File: src/rtl/bist_fail_logger.sv
// Failure logger for the memory BIST: counts failures per run and buffers records in a
// show-ahead FIFO that a host drains after done. Optional macro LOG_WRAP_EN keeps the newest
// records on overflow instead of the oldest.
module bist_fail_logger #(
  parameter int unsigned data_width = 4,
  parameter int unsigned ad_width   = 4,
  parameter int unsigned log_depth  = 4,
  parameter int unsigned cnt_width  = 8
) (
  input  logic                  clk,
  input  logic                  rst,
  input  logic                  start,
  input  logic                  fail,
  input  logic [ad_width-1:0]   fail_addr,
  input  logic [data_width-1:0] fail_exp,
  input  logic [data_width-1:0] fail_act,
  input  logic                  done,
  input  logic                  rd_en,
  output logic                  rd_valid,
  output logic [ad_width-1:0]   rd_addr,
  output logic [data_width-1:0] rd_exp,
  output logic [data_width-1:0] rd_act,
  output logic [cnt_width-1:0]  err_cnt,
  output logic                  overflow,
  output logic                  pass,
  output logic                  busy
);

  localparam int unsigned IdxW = $clog2(log_depth);
  localparam int unsigned PtrW = IdxW + 1;
  localparam logic [cnt_width-1:0] CntMax = '1;

  typedef enum logic [1:0] {StIdle, StRun, StReport} state_e;

  state_e                state_q, state_d;
  logic                  start_q;
  logic [PtrW-1:0]       wr_ptr_q, wr_ptr_d;
  logic [PtrW-1:0]       rd_ptr_q, rd_ptr_d;
  logic [cnt_width-1:0]  err_cnt_q, err_cnt_d;
  logic                  overflow_q, overflow_d;
  logic                  pass_q, pass_d;

  logic [ad_width-1:0]   addr_mem_q [log_depth];
  logic [data_width-1:0] exp_mem_q  [log_depth];
  logic [data_width-1:0] act_mem_q  [log_depth];

  logic                  start_rise;
  logic                  push;
  logic                  fifo_empty;
  logic                  fifo_full;
  logic [IdxW-1:0]       wr_idx;
  logic [IdxW-1:0]       rd_idx;

  assign start_rise = start & ~start_q;
  assign wr_idx     = wr_ptr_q[IdxW-1:0];
  assign rd_idx     = rd_ptr_q[IdxW-1:0];
  assign fifo_empty = (wr_ptr_q == rd_ptr_q);
  // Same slot index but opposite wrap bit means the writer is one lap ahead.
  assign fifo_full  = (wr_ptr_q[PtrW-1] != rd_ptr_q[PtrW-1]) && (wr_idx == rd_idx);

  always_comb begin
    state_d    = state_q;
    wr_ptr_d   = wr_ptr_q;
    rd_ptr_d   = rd_ptr_q;
    err_cnt_d  = err_cnt_q;
    overflow_d = overflow_q;
    pass_d     = pass_q;
    push       = 1'b0;

    unique case (state_q)
      StIdle: begin
        state_d = StIdle;
      end
      StRun: begin
        if (fail) begin
          if (err_cnt_q != CntMax) begin
            err_cnt_d = err_cnt_q + cnt_width'(1);
          end
          if (!fifo_full) begin
            push     = 1'b1;
            wr_ptr_d = wr_ptr_q + PtrW'(1);
          end else begin
            overflow_d = 1'b1;
`ifdef LOG_WRAP_EN
            // Overwrite the oldest slot and drag the head along with it.
            push     = 1'b1;
            wr_ptr_d = wr_ptr_q + PtrW'(1);
            rd_ptr_d = rd_ptr_q + PtrW'(1);
`endif
          end
        end
        if (done) begin
          state_d = StReport;
          pass_d  = (err_cnt_q == '0) && !fail;
        end
      end
      StReport: begin
        if (rd_en && !fifo_empty) begin
          rd_ptr_d = rd_ptr_q + PtrW'(1);
        end
      end
      default: begin
        state_d = StIdle;
      end
    endcase

    // A start rise wins over everything, including a coincident fail.
    if (start_rise) begin
      state_d    = StRun;
      wr_ptr_d   = '0;
      rd_ptr_d   = '0;
      err_cnt_d  = '0;
      overflow_d = 1'b0;
      pass_d     = 1'b0;
      push       = 1'b0;
    end
  end

  always_ff @(posedge clk or negedge rst) begin
    if (!rst) begin
      state_q    <= StIdle;
      start_q    <= 1'b0;
      wr_ptr_q   <= '0;
      rd_ptr_q   <= '0;
      err_cnt_q  <= '0;
      overflow_q <= 1'b0;
      pass_q     <= 1'b0;
    end else begin
      state_q    <= state_d;
      start_q    <= start;
      wr_ptr_q   <= wr_ptr_d;
      rd_ptr_q   <= rd_ptr_d;
      err_cnt_q  <= err_cnt_d;
      overflow_q <= overflow_d;
      pass_q     <= pass_d;
    end
  end

  // Storage is reset so the show-ahead data outputs read as zero out of reset.
  always_ff @(posedge clk or negedge rst) begin
    if (!rst) begin
      for (int unsigned i = 0; i < log_depth; i++) begin
        addr_mem_q[i] <= '0;
        exp_mem_q[i]  <= '0;
        act_mem_q[i]  <= '0;
      end
    end else if (push) begin
      addr_mem_q[wr_idx] <= fail_addr;
      exp_mem_q[wr_idx]  <= fail_exp;
      act_mem_q[wr_idx]  <= fail_act;
    end
  end

  assign rd_valid = (state_q == StReport) && !fifo_empty;
  assign rd_addr  = addr_mem_q[rd_idx];
  assign rd_exp   = exp_mem_q[rd_idx];
  assign rd_act   = act_mem_q[rd_idx];
  assign err_cnt  = err_cnt_q;
  assign overflow = overflow_q;
  assign pass     = pass_q;
  assign busy     = (state_q == StRun);

endmodule

File: config.mk
export PLATFORM = sky130hd
export DESIGN_NAME = bist_fail_logger
export DESIGN_NICKNAME = d
export VERILOG_FILES = /design/src/rtl/bist_fail_logger.sv
export SDC_FILE = /design/constraint.sdc
export NUM_CORES = 1
export LEC_CHECK = 0
export ABC_AREA = 1
export CELL_PAD_IN_SITES_DETAIL_PLACEMENT = 1
export CELL_PAD_IN_SITES_GLOBAL_PLACEMENT = 1
export CORE_ASPECT_RATIO = 2
export CORE_MARGIN = 1.5
export CORE_UTILIZATION = 41
export DETAILED_ROUTE_END_ITERATION = 8
export PLACE_DENSITY_LB_ADDON = 0.1
export SKIP_LAST_GASP = 1
export SLEW_MARGIN = 20
export SYNTH_ARGS = -nofsm -noshare
export SYNTH_HDL_FRONTEND = slang
export SYNTH_SLANG_ARGS = --single-unit
File: constraint.sdc
create_clock -name clk -period 1.68 [get_ports clk]
set_input_delay 0.168 -clock clk [delete_from_list [all_inputs] [get_ports clk]]
set_output_delay 0.168 -clock clk [all_outputs]
set_load 0.1 [all_outputs]
Word-level counts from Yosys, hierarchy flattened
Cells that the tools add are included.
- shift-type cells: 0
- reduce and logical (&&, ||, !) cells: 21
- bitwise logic cells: 4
- multiplexer cells: 39
- eq/ne operators: 9
- divide/modulo/power cells: 0
- add/sub/neg operators: 3
- magnitude comparators: 3
- multiply operators: 0
- operators by type and width (operator ; number):
    bitwise mux 16 bit ; 3
    2-to-1 mux 8 bit ; 4
    2-to-1 mux 4 bit ; 7
    binary-select mux 4 bit (select 2 bit) ; 3
    2-to-1 mux 3 bit ; 7
    nonzero test 2 bit ; 7
    2-to-1 mux 1 bit ; 11
    AND reduction 3 bit ; 3
    adder 8 x 1 -> 8 bit, second input constant ; 1
    demux 4 bit (select 2 bit) ; 1
    logical NOT 8 bit ; 1
    inequality test 8 bit, second input constant ; 1
    adder 3 x 1 -> 3 bit, second input constant ; 2
    >= comparator 3 bit, second input constant ; 2
    NOT 2 -> 3 bit ; 2
    AND reduction 2 bit ; 3
    logical AND 1 bit ; 5
    2-to-1 mux 2 bit ; 2
    inequality test 2 bit, second input constant ; 2
    case mux 2 bit (2 select lines) ; 1
    equality test 3 bit ; 1
    less-than comparator 3 x 1 -> 1 bit, second input constant ; 1
    inequality test 3 x 2 -> 1 bit, second input constant ; 1
    equality test 2 x 1 -> 1 bit, second input constant ; 1
    6 further kinds ; 7
- logic and storage cells: 98
- RAM bits: 0
- bits of input ports: 18
- memories kept: 0
- memory bits (read-only): 0
- output and inout port bits: 24
- register bits: 67
- latch bits: 0

Logic depth before layout (Yosys ltp)
Gate-level depths: netlist of the first run.
- word-level depth: 6
- depth in mapped cells: 10
- depth with buffers taken out: 9

Least setup slack after synthesis of the first run
No wires, ideal clock.
- path kind: register to output
- from: register rd_ptr_q[0]
- to: output port rd_act[0]
- buffers on the path: 2
- data required time: 1512 ps
- slack: -950 ps
- arrival: 2462 ps
- cell stages (with the launch flop): 6
- cell sequence: dfrtp_1 buf_4 inv_1 clkbuf_1 o21ai_0 o22ai_1
- word-level cells in the longest chain between the ends: 4
- ends and longest elaborated chain (item ; RTL line ; text):
    start, declared ; 38 ; logic [PtrW-1:0] rd_ptr_q, rd_ptr_d;
    start signal, assigned ; 132 ; rd_ptr_q <= rd_ptr_d;
    NOT 2 -> 3 bit (implied by the code) ; 157 ; assign rd_act = act_mem_q[rd_idx];
    binary-select mux 4 bit (select 2 bit) ; 157 ;
    2-to-1 mux 4 bit (implied by the code) (2 in series) ; 157 ;
    end, declared ; 22 ; output logic [data_width-1:0] rd_act,
No other way between the ends. The select of a mux whose other input is x is not followed.

Worst setup path in the final report of the first run
- from: register rd_ptr_q[0]
- to: output port rd_exp[2]
- word-level cells in the longest chain between the ends: 4
- ends and longest elaborated chain (item ; RTL line ; text):
    NOT 2 -> 3 bit (implied by the code) ; 156 ; assign rd_exp = exp_mem_q[rd_idx];
    binary-select mux 4 bit (select 2 bit) ; 156 ;
    2-to-1 mux 4 bit (implied by the code) (2 in series) ; 156 ;
    end, declared ; 21 ; output logic [data_width-1:0] rd_exp,
No other way between the ends. The select of a mux whose other input is x is not followed.

==> key figures, run 1 <==
Yosys
  • Synth cell count leaders: nand2_1 (190), dfrtp_1 (67), nor2_1 (34)
  • Seq cells post-synth: 67
  • Post-Syn Area: about 0.0034 mm2
  • Syn Area/Cell: roughly 7.8 um2
  • Synth top area share: 0.4952
  • Syn Nets: between 400 and 500
  • Synth top area cells: dfrtp_1 (50%), nand2_1 (21%), o21ai_0 (4.6%), nor2_1 (3.8%), ha_1 (2.6%)
  • Post-Syn Instances: between 400 and 500
  • Synth area leader: dfrtp_1
  • Netlist cell types: 30
  • Synth async-reset ratio: 1.000
  • Synth Flop Type: dfrtp_1
  • Yosys warning total: 0
  • EDFF count, synth: 0
  • Seq/Total Area, Yosys: 0.4952
  • Most frequent cell after synthesis: nand2_1

Worst setup path
  • Critical path's slowest cell: dfrtp_2
  • Critical path's largest stage delay: ~0.46 ns
  • Reg2reg start: rd_ptr_q[0]$_DFFE_PN0P_
  • Critical Path Start: rd_ptr_q[0]$_DFFE_PN0P_
  • Worst Path Required: 1.51 ns
  • Worst Path Arrival: roughly 1.6 ns
  • Crit path top cell by count: buf_12
  • Crit path max fanout: 22
  • Critical Path, Cell by Cell: buf_12 > o21ai_1 > o22ai_4 > buf_12
  • CP startpoint kind: flip-flop
  • Critical path class: reg2out
  • Critical Path End Type: primary output

Timing
  • FMAX: between 500 and 600 MHz
  • Final hold vios: 0
  • Final Skew: between 0.004 and 0.005 ns
  • Worst Tran Pin Value: between 0.5 and 0.6 ns
  • Fin worst setup slack: -0.07222 ns
  • Final setup vio count: 13
  • Slew HR: 0.6339
  • Tmin final: approximately 1.8 ns
  • Tcrit/Tclk final: 1.043
  • Final Max Slew Viols: 0
  • RSZ-0062 raised after global routing: true

Place
  • Cell count after placement: 576
  • Port bufs: about 40
  • Post-DP HPWL: 7392 um
  • Post-DP Area: between 0.004 and 0.005 mm2
  • GPL Wtd Cong: 0.7913

Floorplanning
  • Die area: ~0.0088 mm2
  • Cell row count: 46
  • Core ar.: 0.007943 mm2
  • Initial Utilization: 0.4263
  • Die Y: approximately 130 um
  • Width of the die: roughly 67 um
  • # IOs: 42

Clocking
  • Htree depth: 3
  • Skew-Pair Late Insertion Delay: approximately 0.33 ns
  • TritonCTS clock tree: done
  • Clk sink count: 67
  • Worst-path clk slew: around 0.050 ns
  • Root Driver: clkbuf_16
  • Num CTS Buffers: 9
  • Clock Path Buffers: 2

Power
  • Pwr Density: around 2100 mW/mm2
  • Sw Pwr: ~5 mW
  • Clock power frac: 0.163
  • Switch share: 0.4799
  • Static leakage: around 2.4 nW
  • Seq pwr share: 0.257
  • Max VDD drop: around 0.0012 V
  • Comb power frac: 0.580
  • Int Pwr: ~5.4 mW

Layout
  • Fin cells: between 500 and 600
  • Final non-filler cell area: roughly 0.005 mm2
  • Number of diodes: 0
  • Final nets: 520
  • Core Util, Final: 0.6227
  • Area Overhead vs Synth: 46.08%
  • Fraction of layout cells with a size suffix above 1: 0.2585

Outcome
  • Status: finished with violations
  • Failing checks: setup timing

Detailed routing
  • Via/cell ratio: 5.356
  • Pre-Repair DR Iteration Count: 4
  • Overall routed net length: 11120 um
  • Wirelength per Cell: between 15 and 20 um
  • Number of remaining DRC errors: 0
  • Starting DRT DRC Count: around 190
  • Via count: 3187
  • ANT nets after route: 0

Worst hold path
  • HP Class: in2reg
  • Hold Startpoint: start

GRT
  • Pin count of the biggest net entering global routing: 40
  • GRT Total Usage: 0.2781
  • Global-route wire length before repair: roughly 18000 um
  • Grt ovf: 0
  • Number of global-route vias before repair: between 3000 and 4000
  • Initial antenna violation count: 0

Job
  • Max-cap violations: 0
metal layers:
layer / global-route usage / part of all wire / vias to the layer above
met5: 0 / 0 / -
met1: 0.2668 / 0.33 / 1573
met3: 0.04966 / 0.031 / 39
li1: - / - / 1506
met4: 0.1678 / 0.052 / 0
met2: 0.5127 / 0.58 / 69
cells in the final DEF (no fill, tap or decap), types with 9 or more instances in the layout:
cell,n
nor2_1,23
dfrtp_1,57
nand2_1,190
buf_12,35
o21ai_2,15
o22ai_4,12
clkbuf_16,9
o21ai_1,18
inv_1,20
nor2_2,12
buf_4,13
clkdlybuf4s50_1,16
nand3_1,12
final cells by class:
cell class / instances / area (um2)
timing repair buffer: 69 / 1027
sequential: 67 / 1694
clock buffer: 12 / 246.5
multi-input combinational: 323 / 1744
fill: 908 / 2997
inverter: 25 / 98.84
tap: 96 / 120.1
clock inverter: 3 / 15.01
final timing paths:
| check | slack [ns] | end | depth (start not counted) |
|---|---|---|---|
| max | -0.07 | rd_exp[2] | 4 |
| min | 0.30 | start_q$_DFF_PN0_ | 1 |
| max reg2reg | 0.01 | act_mem_q[5]$_DFFE_PN0P_ | 8 |
| min reg2reg | 0.49 | act_mem_q[14]$_DFFE_PN0P_ | 2 |
| max in group asynchronous | 0.69 | rd_ptr_q[1]$_DFFE_PN0P_ | 3 |
| min in group asynchronous | 0.36 | act_mem_q[0]$_DFFE_PN0P_ | 2 |
power groups by stage:
stage               clock network (mW)  logic (mW)  registers (mW)
detailed placement                   0        5.74            2.62
CTS                               1.73        5.95            2.64
finish                            1.69        6.02            2.67
global route                      1.79        6.32            2.75
floorplan                            0        3.52            2.82
global placement                     0        5.63            2.58
state kept, by name, summed over array words and instances (netlist names):
signal and cells:
err_cnt 8, state_q 2, act_mem_q 16, pass 1, exp_mem_q 16, rd_ptr_q 3
overflow 1, start_q 1, wr_ptr_q 3, addr_mem_q 16
worst max-delay path: cells and delay by family, from the launching register on:
family / cells / cell delay [ns]
flops: 1 / 0.46
buf+inv: 2 / 0.41
compound gates: 2 / 0.37
cells by family after synthesis:
group | count (synthesis) | synth area share
AO/OA/AOI/OAI | 56 | 0.08869
XOR/XNOR | 3 | 0.009980
adder cells (fa/ha/maj) | 7 | 0.02587
buffers and inverters | 44 | 0.06614
flip-flops | 67 | 0.4952
AND/OR/NAND/NOR | 257 | 0.3141
what timing repair did:
| action | 4_1_cts | 5_1_grt |
|---|---|---|
| endpoints found under the setup margin | 13 | 59 |
| hold buffers | 1 | 0 |
| cloned | 1 | 0 |
| setup buffers | 2 | 0 |
| gates resized for setup | 39 | 23 |
| hold endpoints to repair | 21 | 0 |
| pin swaps | 2 | 0 |
stage by stage:
step           worst slack, ns  hold WS, ns  total power [mW]  setup TNS, ns
2_1_floorplan         0.005409      -0.1276             6.335              0
3_3_place_gp          -0.03262       0.1795             8.207        -0.2859
3_5_place_dp           -0.1368       0.1882             8.361         -4.170
4_1_cts               -0.07839       0.3019             10.32        -0.6629
5_1_grt               -0.08721       0.3101             10.86         -2.087
6_report              -0.07222       0.3035             10.39        -0.4981
Note: power is estimated with default switching activity, not from simulation.
==> run 2, diff against run 1 <==
--- a/config.mk
+++ b/config.mk
@@ -12,6 +12,7 @@
 export CORE_MARGIN = 1.5
 export CORE_UTILIZATION = 41
 export DETAILED_ROUTE_END_ITERATION = 8
+export MAX_ROUTING_LAYER = met4
 export PLACE_DENSITY_LB_ADDON = 0.1
 export SKIP_LAST_GASP = 1
 export SLEW_MARGIN = 20
==> key figures, run 2 (same netlist as run 1, synthesis figures left out) <==
Outcome
  • Status: finished with violations
  • Failing checks: setup timing

Detailed routing
  • Via count: 3206 (+0.60%)
  • Wirelength per Cell: 18.68 um (about the same)
  • Via/cell ratio: 5.388 (+0.60%)
  • Overall routed net length: 11110 um (about the same)
  • Pre-Repair DR Iteration Count: 4 (unchanged)
  • ANT nets after route: 0 (unchanged)
  • Number of remaining DRC errors: 0 (unchanged)
  • Starting DRT DRC Count: 208 (+11%)

Worst hold path
  • Hold path depth: 1 (unchanged)
  • HP Class: in2reg
  • Hold Startpoint: start
  • Min-Delay Endpoint: start_q$_DFF_PN0_

Power
  • Pwr Density: 2099 mW/mm2 (about the same)
  • Power Total: 10.38 mW (about the same)
  • Max VDD drop: 0.001228 V (about the same)
  • Static leakage: 2.399 nW (unchanged)

GRT
  • Grt ovf: 0 (unchanged)
  • GRT Total Usage: 0.2861 (+0.008003)
  • Pin count of the biggest net entering global routing: 40 (unchanged)
  • Initial antenna violation count: 0 (unchanged)
  • Global-route wire length before repair: 18080 um (+0.16%)
  • Number of global-route vias before repair: 3664 (-0.11%)

Timing
  • Final hold vios: 0 (unchanged)
  • Final setup vio count: 13 (unchanged)
  • Slew HR: 0.6379 (+0.003993)
  • Post-Route Setup TNS: -0.4855 ns (+0.01258 ns)
  • Final Skew: 0.005555 ns (+0.0007059 ns)
  • Tcrit/Tclk final: 1.037 (-0.005943)
  • RSZ-0062 raised after global routing: true
  • FMAX: 574.0 MHz (+0.57%)
  • Tmin final: 1.742 ns (-0.009984 ns)
  • Fin worst setup slack: -0.06224 ns (+0.009984 ns)
  • Hold WS: 0.3054 ns (+0.001889 ns)
  • Final Max Slew Viols: 0 (unchanged)
  • Worst Tran Pin Value: 0.5432 ns (-0.005989 ns)

Layout
  • Fin cells: 595 (unchanged)
  • Most common cell after layout, fill and taps aside: nand2_1
  • Number of diodes: 0 (unchanged)
  • Fraction of layout cells with a size suffix above 1: 0.2585 (unchanged)
  • Commonest non-fill, non-tap cells in the layout: nand2_1 (190), dfrtp_1 (57), buf_12 (35)
  • Largest registers: act_mem_q: 16 flops, addr_mem_q: 16 flops, exp_mem_q: 16 flops
  • Area Overhead vs Synth: 46.08% (unchanged)
  • Final nets: 520 (unchanged)
  • Core Util, Final: 0.6227 (unchanged)

Place
  • GPL Wtd Cong: 0.8025 (+1.4%)
  • Post-DP HPWL: 7392 um (unchanged)
  • Port bufs: 41 (unchanged)
  • Cell count after placement: 576 (unchanged)

Worst setup path
  • Critical path class: reg2out
  • Reg-to-reg setup timing slack: 0.01 ns (about the same)
  • Crit path max-delay family: flip-flops
  • Reg2reg start: rd_ptr_q[0]$_DFFE_PN0P_
  • CP startpoint kind: flip-flop
  • Crit path max fanout: 22 (unchanged)
  • Worst Path Arrival: 1.57 ns (about the same)
  • Critical Path, Cell by Cell: buf_12 > o21ai_1 > o22ai_4 > buf_12
  • Cell count along the critical path: 4 (unchanged)
  • Critical path's largest stage delay: 0.46 ns (about the same)
  • Buffer and inverter count on the worst path: 2 (unchanged)
  • Crit path top cell by count: buf_12
  • Critical Path End Type: primary output
  • Critical path's slowest cell: dfrtp_2
  • Worst Path Required: 1.51 ns (about the same)
  • Critical R2R Capture: act_mem_q[5]$_DFFE_PN0P_
  • R2r worst-path depth: 8 (unchanged)

Floorplanning
  • Width of the die: 67.26 um (unchanged)
  • Die Y: 131.5 um (unchanged)
  • Initial Utilization: 0.4263 (unchanged)
  • # IOs: 42 (unchanged)
  • Die area: 0.008845 mm2 (unchanged)
  • Core ar.: 0.007943 mm2 (unchanged)
  • Cell row count: 46 (unchanged)

Clocking
  • Root Driver: clkbuf_16
  • Worst-path clk slew: 0.05 ns (about the same)
  • Htree depth: 3 (unchanged)
  • Clk sink count: 67 (unchanged)
  • Skew-Pair Late Insertion Delay: 0.33 ns (about the same)
  • TritonCTS clock tree: done
  • Num CTS Buffers: 9 (unchanged)
  • Clock Path Buffers: 2 (unchanged)

Job
  • Max-cap violations: 0 (unchanged)
-- run 2: routing by layer --
layer | global-route usage | routed length [um]
met1 | 0.2696 | 3667
met2 | 0.5121 | 6479
met3 | 0.04880 | 386
met4 | 0.1678 | 581
met5 | - | 0
-- run 2: final cells by class --
type                       count  area (um2)
clock buffer                  12       246.5
fill                         908        2997
multi-input combinational    323        1744
clock inverter                 3       15.01
sequential                    67        1694
tap                           96       120.1
timing repair buffer          69        1027
inverter                      25       98.84
-- run 2: repair_timing --
action	CTS	global route
pin swaps	2	0
setup endpoints to repair	13	59
hold endpoints to repair	21	0
cloned	1	0
resized for setup	39	23
hold buffers	1	0
buffers inserted	2	0
-- run 2: worst max-delay path by stage --
stage	to	start	slack [ns]
finish	rd_exp[2]	rd_ptr_q[0]$_DFFE_PN0P_	-0.06
global route	rd_exp[2]	rd_ptr_q[0]$_DFFE_PN0P_	-0.09
CTS	rd_exp[0]	rd_ptr_q[0]$_DFFE_PN0P_	-0.08
detailed placement	err_cnt[0]$_DFFE_PN0P_	start	-0.14
global placement	err_cnt[5]$_DFFE_PN0P_	start	-0.03
floorplan	rd_act[0]	rd_ptr_q[0]$_DFFE_PN0P_	0.005
-- run 2: report_power, final --
part           internal, mW  switching [mW]
Combinational          2.20            3.82
Sequential             2.18           0.492
Clock                  1.02           0.666
Total                  5.40            4.98
-- run 2: stage by stage --
step	setup slack (ns)	instance area, um2
2_1_floorplan	0.005409	3568
3_3_place_gp	-0.03262	4519
3_5_place_dp	-0.1368	4519
4_1_cts	-0.07839	4875
5_1_grt	-0.08595	4946
6_report	-0.06224	4946
==> run 3, diff against run 2 <==
--- a/config.mk
+++ b/config.mk
@@ -10,7 +10,8 @@
 export CELL_PAD_IN_SITES_GLOBAL_PLACEMENT = 1
 export CORE_ASPECT_RATIO = 2
 export CORE_MARGIN = 1.5
-export CORE_UTILIZATION = 41
+export CORE_UTILIZATION = 42
+export CTS_BUF_LIST = sky130_fd_sc_hd__clkbuf_4 sky130_fd_sc_hd__clkbuf_8
 export DETAILED_ROUTE_END_ITERATION = 8
 export MAX_ROUTING_LAYER = met4
 export PLACE_DENSITY_LB_ADDON = 0.1
==> key figures, run 3 (same netlist as run 1, synthesis figures left out) <==
Outcome
  • Status: finished with violations
  • Failing checks: setup timing

Layout
  • Area Overhead vs Synth: 44.09%
  • Commonest non-fill, non-tap cells in the layout: nand2_1 (189), dfrtp_1 (58), buf_12 (34)
  • Sequential cell area: 0.001693 mm2 (about the same)
  • Core Util, Final: 0.6187 (-0.004024)
  • Most common cell after layout, fill and taps aside: nand2_1
  • Footprint of the multi-input gates: 0.001772 mm2 (+1.6%)
  • Final nets: 520 (unchanged)
  • Fraction of layout cells with a size suffix above 1: 0.2700 (+0.01148)
  • Fin cells: 596 (+0.17%)
  • Number of diodes: 0 (unchanged)
  • Largest registers: act_mem_q: 16 flops, addr_mem_q: 16 flops, exp_mem_q: 16 flops
  • Fillers: 909 (+0.11%)

Floorplanning
  • Initial Utilization: 0.4294 (+0.003112)
  • Width of the die: 66.49 um (-1.1%)
  • Core ar.: 0.007885 mm2 (-0.72%)
  • Die Y: 130.0 um (-1.2%)
  • Die area: 0.008641 mm2 (-2.3%)
  • Cell row count: 46 (unchanged)
  • # IOs: 42 (unchanged)

Worst setup path
  • Reg2reg start: rd_ptr_q[0]$_DFFE_PN0P_
  • Crit path max fanout: 24 (+9.1%)
  • Worst Path Required: 1.51 ns (about the same)
  • CP startpoint kind: flip-flop
  • Critical path class: reg2out
  • Worst Path Arrival: 1.61 ns (+0.04 ns)
  • Critical Path End Type: primary output
  • Critical Path Start: rd_ptr_q[0]$_DFFE_PN0P_

Timing
  • FMAX: 563.1 MHz (-1.9%)
  • Fin worst setup slack: -0.09591 ns (-0.03367 ns)
  • Final Skew: 0.006852 ns (+0.001296 ns)
  • Tmin final: 1.776 ns (+0.03367 ns)
  • Final Max Slew Viols: 0 (unchanged)
  • Post-Route Setup TNS: -0.8008 ns (-0.3153 ns)
  • Tcrit/Tclk final: 1.057 (+0.02004)
  • Final setup vio count: 13 (unchanged)
  • Slew HR: 0.7445 (+0.1066)
  • Final hold vios: 0 (unchanged)
  • RSZ-0062 raised after global routing: true
  • Worst Tran Pin Value: 0.3833 ns (-0.1599 ns)

Detailed routing
  • DR top layer: met4
  • Metal2 WL: 6306 um (-2.7%)
  • ANT nets after route: 0 (unchanged)
  • Via/cell ratio: 5.406 (+0.33%)
  • Met3 wire length: 303 um (-22%)
  • Wirelength per Cell: 18.11 um (-3.1%)
  • Starting DRT DRC Count: 214 (+2.9%)
  • Overall routed net length: 10790 um (-2.9%)
  • Via count: 3222 (+0.50%)
  • Pre-Repair DR Iteration Count: 4 (unchanged)
  • Number of remaining DRC errors: 0 (unchanged)
  • Met1 Routed Length: 3696 um (+0.79%)

Power
  • Sw Pwr: 4.946 mW (-0.69%)
  • Power Total: 9.992 mW (-3.8%)
  • Static leakage: 2.357 nW (-1.8%)
  • Max VDD drop: 0.001291 V (+5.1%)
  • Clock power frac: 0.126 (-0.037)
  • Seq pwr share: 0.267 (+0.009)
  • Comb power frac: 0.607 (+0.027)
  • Pwr Density: 2048 mW/mm2 (-2.4%)
  • Int Pwr: 5.047 mW (-6.6%)
  • Switch share: 0.4949 (+0.01532)

Clocking
  • Htree depth: 3 (unchanged)
  • TritonCTS clock tree: done
  • Clk sink count: 67 (unchanged)
  • Clock Path Buffers: 2 (unchanged)
  • Num CTS Buffers: 9 (unchanged)
  • Skew-Pair Late Insertion Delay: 0.36 ns (+0.03 ns)
  • Worst-path clk slew: 0.07 ns (+0.02 ns)
  • Root Driver: clkbuf_8

GRT
  • Grt ovf: 0 (unchanged)
  • Global-route wire length before repair: 17240 um (-4.6%)
  • GRT Total Usage: 0.2816 (-0.004458)
  • Initial antenna violation count: 0 (unchanged)
  • Pin count of the biggest net entering global routing: 39 (-2.5%)
  • Number of global-route vias before repair: 3502 (-4.4%)

Job
  • Max-cap violations: 0 (unchanged)

Place
  • Cell count after placement: 574 (-0.35%)
  • Port bufs: 41 (unchanged)
  • Post-DP HPWL: 7407 um (+0.20%)
  • GPL Wtd Cong: 0.7536 (-6.1%)

Worst hold path
  • HP Class: in2async
-- run 3: cell type report --
type | count | area share
Sequential cell | 67 | 0.3470
Inverter | 25 | 0.02026
Timing Repair Buffer | 69 | 0.2072
Tap cell | 96 | 0.02462
Clock inverter | 4 | 0.005130
Clock buffer | 12 | 0.03257
Multi-Input combinational cell | 323 | 0.3632
-- run 3: repair_timing --
item                       4_1_cts  5_1_grt
hold endpoints to repair        12        0
pin swaps                        1        2
cloned                           1        0
buffers inserted                 2        2
hold buffers                     1        0
gates resized for setup         42       24
setup endpoints to repair       13       68
-- run 3: routing by layer --
layer / vias up / GRT usage
li1: 1506 / -
met1: 1612 / 0.2714
met2: 72 / 0.5112
met3: 32 / 0.04741
met4: 0 / 0.1609
met5: - / -
-- run 3: path summary, 6_finish.rpt --
check	end	slack, ns	depth (start not counted)
worst min register to register	addr_mem_q[5]$_DFFE_PN0P_	0.49	2
worst max-delay path	rd_addr[2]	-0.1	4
worst max register to register	act_mem_q[13]$_DFFE_PN0P_	0.09	8
max in group asynchronous	err_cnt[0]$_DFFE_PN0P_	0.86	3
worst min-delay path	act_mem_q[2]$_DFFE_PN0P_	0.25	2
min in group clk	start_q$_DFF_PN0_	0.27	1
-- run 3: worst max-delay path, stage by stage (launching register included) --
cell and delay [ns]:
dfrtp_2 0.46, buf_12 0.21, o21ai_1 0.14, o22ai_4 0.23
buf_12 0.20
-- run 3: power by group through the flow --
| stage | Combinational (mW) | Clock (mW) | Sequential [mW] |
|---|---|---|---|
| floorplan | 3.52 | 0 | 2.82 |
| global placement | 5.62 | 0 | 2.57 |
| detailed placement | 5.76 | 0 | 2.61 |
| CTS | 6.01 | 1.28 | 2.63 |
| global route | 6.39 | 1.35 | 2.74 |
| finish | 6.07 | 1.26 | 2.67 |
-- run 3: through the flow --
step / worst slack, ns / cell area, um2 / hold WS (ns)
floorplan: 0.005409 / 3568 / -0.1276
global placement: -0.01058 / 4492 / 0.09569
detailed placement: -0.1114 / 4492 / 0.09904
CTS: -0.08199 / 4788 / 0.2497
global route: -0.1315 / 4878 / 0.2663
finish: -0.09591 / 4878 / 0.2483
